`config.mk`:
```
export PLATFORM = sky130hd
export DESIGN_NAME = bip_control
export DESIGN_NICKNAME = d
export VERILOG_FILES = /design/src/rtl/bip_pkg.sv /design/src/rtl/bip_decoder.sv /design/src/rtl/bip_control.sv
export SDC_FILE = /design/constraint.sdc
export NUM_CORES = 1
export LEC_CHECK = 0
export ABC_AREA = 0
export CAP_MARGIN = 15
export CORE_MARGIN = 1
export CORE_UTILIZATION = 48
export CTS_BUF_LIST = sky130_fd_sc_hd__clkbuf_4 sky130_fd_sc_hd__clkbuf_8
export DETAILED_ROUTE_END_ITERATION = 6
export HOLD_SLACK_MARGIN = 0.1
export PLACE_DENSITY = 0.81
export SETUP_SLACK_MARGIN = 0.4
export SLEW_MARGIN = 10
export SYNTH_ARGS = -nofsm -noshare
export SYNTH_HDL_FRONTEND = slang
export SYNTH_SLANG_ARGS = --single-unit
```
`constraint.sdc`:
```
create_clock -name i_clk -period 2.65 [get_ports i_clk]
set_input_delay 0.795 -clock i_clk [delete_from_list [all_inputs] [get_ports i_clk]]
set_output_delay 0.795 -clock i_clk [all_outputs]
set_load 0.01 [all_outputs]
```
`src/rtl/bip_pkg.sv`:
```
// Shared encodings for the BIP controller: FSM states, opcodes, acc source selects.
package bip_pkg;

  typedef enum logic [2:0] {
    ST_IDLE   = 3'd0,
    ST_FETCH  = 3'd1,
    ST_DECODE = 3'd2,
    ST_EXEC   = 3'd3,
    ST_HALT   = 3'd4
  } state_t;

  localparam logic [4:0] OPC_HLT  = 5'b00000;
  localparam logic [4:0] OPC_STO  = 5'b00001;
  localparam logic [4:0] OPC_LD   = 5'b00010;
  localparam logic [4:0] OPC_LDI  = 5'b00011;
  localparam logic [4:0] OPC_ADD  = 5'b00100;
  localparam logic [4:0] OPC_ADDI = 5'b00101;
  localparam logic [4:0] OPC_SUB  = 5'b00110;
  localparam logic [4:0] OPC_SUBI = 5'b00111;

  localparam logic [1:0] SEL_A_MEM = 2'b00;
  localparam logic [1:0] SEL_A_IMM = 2'b01;
  localparam logic [1:0] SEL_A_ALU = 2'b10;

  // Instructions whose operand is a data-memory address that must be read.
  function automatic logic reads_mem(input logic [4:0] opc);
    return (opc == OPC_LD) || (opc == OPC_ADD) || (opc == OPC_SUB);
  endfunction

endpackage

```
`src/rtl/bip_decoder.sv`:
```
// Combinational opcode-to-control decode. DECODE-phase strobes use the live
// instruction word; EXEC-phase controls use the latched IR opcode.
module bip_decoder
  import bip_pkg::*;
#(
  parameter int NB_OPC = 5
) (
  input  logic              i_decode,
  input  logic              i_exec,
  input  logic [NB_OPC-1:0] i_opc_dec,
  input  logic [NB_OPC-1:0] i_opc_ex,
  output logic              o_rd_ram,
  output logic              o_wr_ram,
  output logic              o_wr_acc,
  output logic [1:0]        o_sel_a,
  output logic              o_sel_b,
  output logic              o_op_code,
  output logic              o_is_hlt
);

  // Decode-phase read strobe and halt detection, exec-phase datapath controls.
  always_comb begin
    o_rd_ram  = i_decode & reads_mem(i_opc_dec);
    o_is_hlt  = (i_opc_dec == OPC_HLT);
    o_wr_ram  = 1'b0;
    o_wr_acc  = 1'b0;
    o_sel_a   = SEL_A_MEM;
    o_sel_b   = 1'b0;
    o_op_code = 1'b0;
    if (i_exec) begin
      unique case (i_opc_ex)
        OPC_STO:  o_wr_ram = 1'b1;
        OPC_LD:   begin o_sel_a = SEL_A_MEM; o_wr_acc = 1'b1; end
        OPC_LDI:  begin o_sel_a = SEL_A_IMM; o_wr_acc = 1'b1; end
        OPC_ADD:  begin o_sel_a = SEL_A_ALU; o_op_code = 1'b1; o_wr_acc = 1'b1; end
        OPC_ADDI: begin o_sel_a = SEL_A_ALU; o_sel_b = 1'b1; o_op_code = 1'b1; o_wr_acc = 1'b1; end
        OPC_SUB:  begin o_sel_a = SEL_A_ALU; o_wr_acc = 1'b1; end
        OPC_SUBI: begin o_sel_a = SEL_A_ALU; o_sel_b = 1'b1; o_wr_acc = 1'b1; end
        default:  ; // HLT never reaches EXEC; unknown opcodes run as NOP
      endcase
    end
  end

endmodule

```
`src/rtl/bip_control.sv`:
```
// BIP control unit: FETCH/DECODE/EXEC sequencer with PC, IR and a
// saturating executed-cycle counter. Control decode lives in bip_decoder.
module bip_control
  import bip_pkg::*;
#(
  parameter int NB_BITS = 16,
  parameter int NB_OPC  = 5,
  parameter int NB_ADDR = 11,
  parameter int NB_CNT  = 32
) (
  input  logic               i_clk,
  input  logic               i_rst,
  input  logic               i_start,
  input  logic [NB_BITS-1:0] i_instr,
  output logic [NB_ADDR-1:0] o_addr_pm,
  output logic [NB_ADDR-1:0] o_addr_dm,
  output logic               o_rd_ram,
  output logic               o_wr_ram,
  output logic [NB_ADDR-1:0] o_data_ins,
  output logic [1:0]         o_sel_a,
  output logic               o_sel_b,
  output logic               o_op_code,
  output logic               o_wr_acc,
  output logic               o_halt,
  output logic [NB_CNT-1:0]  o_cycles
);

  localparam logic [NB_ADDR-1:0] PC_ONE  = {{(NB_ADDR-1){1'b0}}, 1'b1};
  localparam logic [NB_CNT-1:0]  CNT_ONE = {{(NB_CNT-1){1'b0}}, 1'b1};

  state_t             state, state_nxt;
  logic [NB_ADDR-1:0] pc;
  logic [NB_BITS-1:0] ir;
  logic [NB_CNT-1:0]  cnt;
  logic               is_hlt;
  logic               busy;

  assign busy = (state == ST_FETCH) || (state == ST_DECODE) || (state == ST_EXEC);

  // State register
  always_ff @(posedge i_clk or negedge i_rst) begin
    if (!i_rst) state <= ST_IDLE;
    else        state <= state_nxt;
  end

  // Next-state: three cycles per instruction, HLT diverts from DECODE
  always_comb begin
    state_nxt = state;
    unique case (state)
      ST_IDLE:   if (i_start) state_nxt = ST_FETCH;
      ST_FETCH:  state_nxt = ST_DECODE;
      ST_DECODE: state_nxt = is_hlt ? ST_HALT : ST_EXEC;
      ST_EXEC:   state_nxt = ST_FETCH;
      ST_HALT:   state_nxt = ST_HALT;
      default:   state_nxt = ST_IDLE;
    endcase
  end

  // PC advances at the end of EXEC, IR latches the word seen in DECODE
  always_ff @(posedge i_clk or negedge i_rst) begin
    if (!i_rst) begin
      pc <= '0;
      ir <= '0;
    end else begin
      if (state == ST_EXEC)   pc <= pc + PC_ONE;
      if (state == ST_DECODE) ir <= i_instr;
    end
  end

  // Executed-cycle counter, saturating at all-ones
  always_ff @(posedge i_clk or negedge i_rst) begin
    if (!i_rst)                 cnt <= '0;
    else if (busy && cnt != '1) cnt <= cnt + CNT_ONE;
  end

  bip_decoder #(.NB_OPC(NB_OPC)) u_dec (
    .i_decode  (state == ST_DECODE),
    .i_exec    (state == ST_EXEC),
    .i_opc_dec (i_instr[NB_BITS-1 -: NB_OPC]),
    .i_opc_ex  (ir[NB_BITS-1 -: NB_OPC]),
    .o_rd_ram  (o_rd_ram),
    .o_wr_ram  (o_wr_ram),
    .o_wr_acc  (o_wr_acc),
    .o_sel_a   (o_sel_a),
    .o_sel_b   (o_sel_b),
    .o_op_code (o_op_code),
    .o_is_hlt  (is_hlt)
  );

  // Data address comes from the live word in DECODE (read lead time), else IR
  always_comb begin
    o_addr_dm = ir[NB_ADDR-1:0];
    if (state == ST_DECODE) o_addr_dm = i_instr[NB_ADDR-1:0];
  end

  assign o_addr_pm  = pc;
  assign o_data_ins = ir[NB_ADDR-1:0];
  assign o_halt     = (state == ST_HALT);
  assign o_cycles   = cnt;

endmodule

```
==> summary.md, run 1 <==
| Metric | Value |
|---|---|
| Pwr Density | `941 nW/µm²` |
| WL per Instance | `15.6 µm` |
| Post-synth ARST share | `100%` |
| Initial core utilization | `49.8%` |
| CP top delay family | `buffers and inverters` |
| Hold Path Class | `in -> async` |
| Mapped Area | `2950 µm²` |
| GRT met3 Usage | `8.18%` |
| RSZ-0062 raised after global routing | `true` |
| Initial antenna violation count | `0` |
| Post-Synth XOR/XNOR Area | `11.3%` |
| Global Route met2 Usage | `37.5%` |
| Max Fclk | `0.392 GHz` |
| # diodes | `0` |
| Req. time, crit path | `1860 ps` |
| FF+latch count, synth | `62` |
| TritonCTS Buffers | `9` |
| CTS Buffer Depth | `2` |
| Final Setup Violations | `0` |
| DR vias/cell | `5.39` |
| Status | `completed` |
| GRT Overall Usage | `22.7%` |
| Setup Skew | `8.63 ps` |
| Synth Area in Compound Gates | `3.52%` |
| Seq/Total Area, Yosys | `52.6%` |
| Mux contribution to synthesized area | `7.63%` |
| CTS tree | `done` |
| First-pass GRT wire length | `11100 µm` |
| Busiest grt layer | `met2` |
| Die Ht | `80.4 µm` |
| Slew @ Worst Pin | `515 ps` |
| DRT iter0 DRCs | `75` |
| Final wirelength | `6880 µm` |
| Clock transition at the registers of the reported paths | `60 ps` |
| Count of different cell masters after synthesis | `37` |
| Area leader, netlist | `dfrtp_1` |
| Chip width | `80.4 µm` |
| Core box area | `5920 µm²` |
| Vias in the first global route | `2381` |
| Layout cells sized above 1 | `22.7%` |
| Largest net degree at the start of global routing | `53` |
| Die area | `6460 µm²` |
| Fin nets | `383` |
| Area grow syn2layout | `44.9%` |
| Largest family of logic cells by synthesized area | `simple AND/OR/NAND/NOR gates` |
| Startpoint class of the critical path | `flip-flop` |
| Period utilization | `96.3%` |
| Most common cell in the netlist | `dfrtp_1` |
| Worst Hold Margin | `328 ps` |
| Area share of the largest cell type after synthesis | `52.6%` |
| Leakage power | `1.84 nW` |
| Crit Path Class | `reg -> out` |
| Syn. warnings | `0` |
| Remaining Overflow, GRT | `0` |
| Arrival time at the worst endpoint | `1760 ps` |
| Total Power | `4.02 mW` |
| Slew Viols, Final | `0` |
| Crit. End Element | `output pin` |
| Routability cong. | `0.822` |
| Clock latency on the worst-skew pair | `340 ps` |
| Min cycle time layout | `2550 ps` |
| Post-synthesis cell count | `259` |
| Num Clock Sinks | `62` |
| Post-route ant nets | `0` |
| Buffers on Ports | `91` |
| Slowest stage delay, CP | `390 ps` |
| Util after Layout | `72.2%` |
| Maxcap violations | `0` |
| 1st-pass router iterations | `4` |
| Post-CTS Hold Fix Bufs | `0` |
| VDD IR max | `0.819 mV` |
| Clock root buffer | `clkbuf_8` |
| Critical path's most frequent cell | `buf_6` |
| Avg Inst Size Synth | `11.4 µm²` |
| Fin. Hold Viols | `0` |
| Mapped Nets | `280` |
| Largest cells by area after synthesis | `dfrtp_1 53%, xnor2_1 10%, mux2_2 6.9%` |
| Post-synth EDFFs | `0` |
| DRC errors left | `0` |
| Critical path cell sequence | `buf_6, nor3b_4, buf_4, buf_12, mux2_4, buf_6` |
| Vias | `2370` |
| Simple-gate area share of the yosys netlist | `20.7%` |
| Top_reg_cell synth | `dfrtp_1` |
| HPWL after DPL | `4580 µm` |
| CP bufs+invs | `4` |
| Num rows | `28` |
| Slowest-stage cell, CP | `dfrtp_1` |
| H-tree level count | `3` |
| List of most frequent post-synthesis cells | `62 x dfrtp_1, 34 x xnor2_1, 25 x nand3_1` |
| Synth Area in Adders | `0.848%` |
| GR met1 Demand/Resource | `27.6%` |
| Slew headroom | `65.5%` |
| CP Max Fanout | `6` |
| Io pins | `92` |
## worst reg2reg max path, cell delays in order (launching register included)
cell and delay (ps):
dfrtp_1 390, buf_6 130, buf_4 140, o21bai_4 190
or4_4 520, a211oi_2 370, nand3_1 150, xnor2_1 140
## where the power goes
group | switching [mW] | leakage (nW) | internal [mW]
combinational | 0.727 | 0.946 | 1.10
sequential | 0.244 | 0.801 | 1.20
clock | 0.342 | 0.0948 | 0.415
total | 1.31 | 1.84 | 2.71
## placed cells by master (no fill, tap or decap), drive strengths merged, types with 6 or more instances in the layout
cell           netlist  final
clkbuf               3     13
and4                 6      6
nand4               17     17
xnor2               34     34
nand3               25     25
nand2               13     13
buf                 12     35
nor2                15     15
and3                12     12
clkdlybuf4s50        0     69
dfrtp               62     62
mux2                20     20
## stage by stage
step	std cells	setup TNS, ps	cell area (µm²)	worst slack, ps
floorplan	259	0	2960	363
global placement	419	-1230	3960	-348
detailed placement	419	-1390	3960	-351
CTS	440	0	4260	99.4
global route	440	0	4280	44.8
finish	440	0	4280	97.1
## per-layer routing
layer  routed length, µm  vias up
met5                   0        -
met1                2880     1157
met4                  91        0
li1                    -     1122
met2                3360       81
met3                 545       10
## cells by family (layout without fill, tap and decap cells)
| logic type | Yosys count | in the layout |
|---|---|---|
| simple gates | 108 | 108 |
| fa+ha+maj | 2 | 2 |
| buf+inv | 16 | 122 |
| xor+xnor | 38 | 38 |
| mux | 20 | 20 |
| flops | 62 | 62 |
| compound gates | 13 | 13 |
## path summary, 6_finish.rpt
path | startpoint | endpoint | slack (ps) | cells after the start
hold / removal | i_rst | ir[0] | 330 | 1
hold reg to reg | o_addr_pm[10] | o_addr_pm[10] | 470 | 1
min in group i_clk | o_addr_pm[10] | o_addr_pm[10] | 470 | 1
setup reg to reg | state[2] | o_cycles[22] | 500 | 7
max in group asynchronous | i_rst | state[0] | 1750 | 2
setup / recovery | state[2] | o_addr_dm[5] | 100 | 6
## layout make-up
class,count,area (µm²)
multi-input combinational,181,1380
timing repair buffer,107,1070
sequential,62,1550
fill,425,1650
clock inverter,1,5.00
inverter,1,3.75
clock buffer,13,173
tap,75,93.8
## state kept, by name, summed over array words and instances (netlist names)
register	count
state	3
o_cycles	32
ir	16
o_addr_pm	11
## repair_timing
item,in CTS,in global routing
pin swaps,3,3
buffers inserted,6,0
cloned,1,0
gates resized for setup,105,5
endpoints found under the setup margin,19,19
(Power assumes the default switching activity.)
==> inputs of run 2 (changes only) <==
- CORE_UTILIZATION: 48 -> 49
- PLACE_DENSITY: 0.81 -> 0.82
- SYNTH_HIERARCHICAL: default -> 1
==> summary.md, run 2 <==
| Metric | Value |
|---|---|
| Period utilization | `99.7%` |
| Largest net degree at the start of global routing | `63` |
| FF+latch count, synth | `62` |
| VDD IR max | `0.672 mV` |
| Io pins | `92` |
| DRC errors left | `0` |
| Syn. warnings | `6` |
| Max Fclk | `0.379 GHz` |
| Vias in the first global route | `2501` |
| Slowest-stage cell, CP | `dfrtp_2` |
| Status | `completed` |
| Post-synthesis cell count | `275` |
| FILL cells | `377` |
| Num Clock Sinks | `62` |
| 1st-pass router iterations | `4` |
| Fin. Hold Viols | `0` |
| Pwr Density | `954 nW/µm²` |
| Critical path cell sequence | `and3b_2, or3b_4, nor4b_4, buf_2` |
| DRT iter0 DRCs | `134` |
| Total Power | `4.40 mW` |
| Util after Layout | `77.0%` |
| Req. time, crit path | `1860 ps` |
| DR vias/cell | `5.53` |
| Vias | `2579` |
| Startpoint class of the critical path | `flip-flop` |
| Crit Path Class | `reg -> out` |
| CP top delay family | `simple AND/OR/NAND/NOR gates` |
| CP Max Fanout | `3` |
| First-pass GRT wire length | `11900 µm` |
| Mapped Nets | `296` |
| Chip width | `81.0 µm` |
| H-tree level count | `3` |
| FF-to-FF Start | `state[2]` |
| WL per Instance | `17.0 µm` |
| Reg2reg path depth | `8` |
| CP bufs+invs | `1` |
| Top_reg_cell synth | `dfrtp_1` |
| Min cycle time layout | `2640 ps` |
| Leakage power | `2.03 nW` |
| Arrival time at the worst endpoint | `1850 ps` |
| CTS Buffer Depth | `2` |
| Avg Inst Size Synth | `11.1 µm²` |
| Remaining Overflow, GRT | `0` |
| Final Setup Violations | `0` |
| Reg area | `1550 µm²` |
| Fin cells | `466` |
| Initial core utilization | `51.1%` |
| Commonest non-fill, non-tap cell in the layout | `clkdlybuf4s50_1` |
| Hold Path Class | `in -> async` |
| Max reg flops | `32` |
| Most frequent cells in the layout | `68 x clkdlybuf4s50_1, 61 x dfrtp_1, 24 x nand2_1` |
| Post-synth ARST share | `100%` |
| Slew @ Worst Pin | `706 ps` |
| Dpl cells | `433` |
| Seq/Total Area, Yosys | `50.7%` |
| Core box area | `5990 µm²` |
| Largest cells by area after synthesis | `dfrtp_1 51%, mux2_2 11%, xnor2_1 7.2%` |
| Post-route setup TNS | `0 ps` |
| Worst setup margin | `9.20 ps` |
| Final wirelength | `7920 µm` |
| Count of different cell masters after synthesis | `36` |
| Mapped Area | `3060 µm²` |
| CTS tree | `done` |
| Initial antenna violation count | `0` |
| Clock root buffer | `clkbuf_8` |
| List of most frequent post-synthesis cells | `62 x dfrtp_1, 29 x mux2_2, 26 x nand2_1` |
| Slowest stage delay, CP | `440 ps` |
| Fin nets | `408` |
| Die Ht | `81.0 µm` |
| Area share of the largest cell type after synthesis | `50.7%` |
| Clock transition at the registers of the reported paths | `60 ps` |
| GRT Overall Usage | `24.1%` |
| Area occupied by multi-input gates | `1580 µm²` |
| Slew Viols, Final | `0` |
| Worst R2R Setup Slack | `280 ps` |
| R2r endpoint | `o_cycles[29]` |
| RSZ-0062 raised after global routing | `true` |
| Post-route ant nets | `0` |
| Die area | `6570 µm²` |
| Num rows | `28` |
| Most common cell in the netlist | `dfrtp_1` |
| Post-Place Setup Slack | `-420 ps` |
| TritonCTS Buffers | `9` |
| Slew headroom | `52.6%` |
| Number of cells on the critical path | `4` |
| Area leader, netlist | `dfrtp_1` |
| Crit. End Element | `output pin` |
| HPWL after DPL | `4760 µm` |
| Routability cong. | `0.819` |
| # diodes | `0` |
| Area grow syn2layout | `50.7%` |
| Buffers on Ports | `91` |
| Clock latency on the worst-skew pair | `330 ps` |
| Setup Skew | `7.45 ps` |
| Maxcap violations | `0` |
| Post-synth EDFFs | `0` |
| Layout cells sized above 1 | `30.7%` |
-- run 2: cell families after synthesis --
logic type / count (synthesis) / synth area share [%]
adder cells (fa/ha/maj): 2 / 0.817
AO/OA/AOI/OAI: 14 / 3.68
multiplexers: 29 / 10.7
XOR/XNOR: 38 / 10.9
flip-flops: 62 / 50.7
buffers and inverters: 19 / 3.72
AND/OR/NAND/NOR: 111 / 19.6
-- run 2: report_power, final --
part	switching (mW)	internal [mW]
combinational	0.817	1.35
sequential	0.283	1.20
clock	0.337	0.416
-- run 2: area by class of cell --
cell class / instances / share of cell area [%]
Tap cell: 75 / 2.03
Clock inverter: 1 / 0.108
Inverter: 4 / 0.325
Clock buffer: 14 / 3.77
Sequential cell: 62 / 33.6
Timing Repair Buffer: 116 / 25.8
Multi-Input combinational cell: 194 / 34.3
-- run 2: worst max-delay path by stage --
stage,startpoint,to,slack (ps)
5_1_grt,state[1],o_wr_ram,-70
3_3_place_gp,i_instr[11],o_rd_ram,-430
6_report,state[2],o_wr_ram,9
3_5_place_dp,i_instr[11],o_rd_ram,-420
4_1_cts,state[2],o_wr_ram,50
2_1_floorplan,state[0],o_addr_dm[0],420
-- run 2: worst register-to-register path, cell delays in order (launching register included) --
cell	delay, ps
dfrtp_2	440
buf_6	130
buf_6	110
o21bai_4	180
or4_4	580
a311oi_4	290
buf_6	210
nand4_1	140
xnor2_1	220
-- run 2: repair_timing --
action | CTS | global route
hold endpoints to repair | 0 | 0
setup buffers | 12 | 4
gates cloned | 2 | 0
resized for setup | 108 | 35
endpoints found under the setup margin | 21 | 29
hold buffers | 0 | 0
pin swaps | 6 | 8
-- run 2: metrics by stage --
stage                     area (µm²)  hold WS, ps
after global placement          4050          461
after detailed placement        4050          471
after global routing            4610          475
after floorplan                 3070          462
after CTS                       4430          466
final                           4610          454
-- run 2: metal layers --
| metal | vias to the layer above | share of wire, % | GRT usage [%] | wire length [µm] |
|---|---|---|---|---|
| met5 | - | 0 | 0 | 0 |
| met2 | 93 | 51 | 40.0 | 4030 |
| met3 | 26 | 4.4 | 4.72 | 345 |
| met4 | 0 | 3.2 | 12.7 | 253 |
| li1 | 1186 | - | - | - |
| met1 | 1274 | 42 | 29.6 | 3300 |
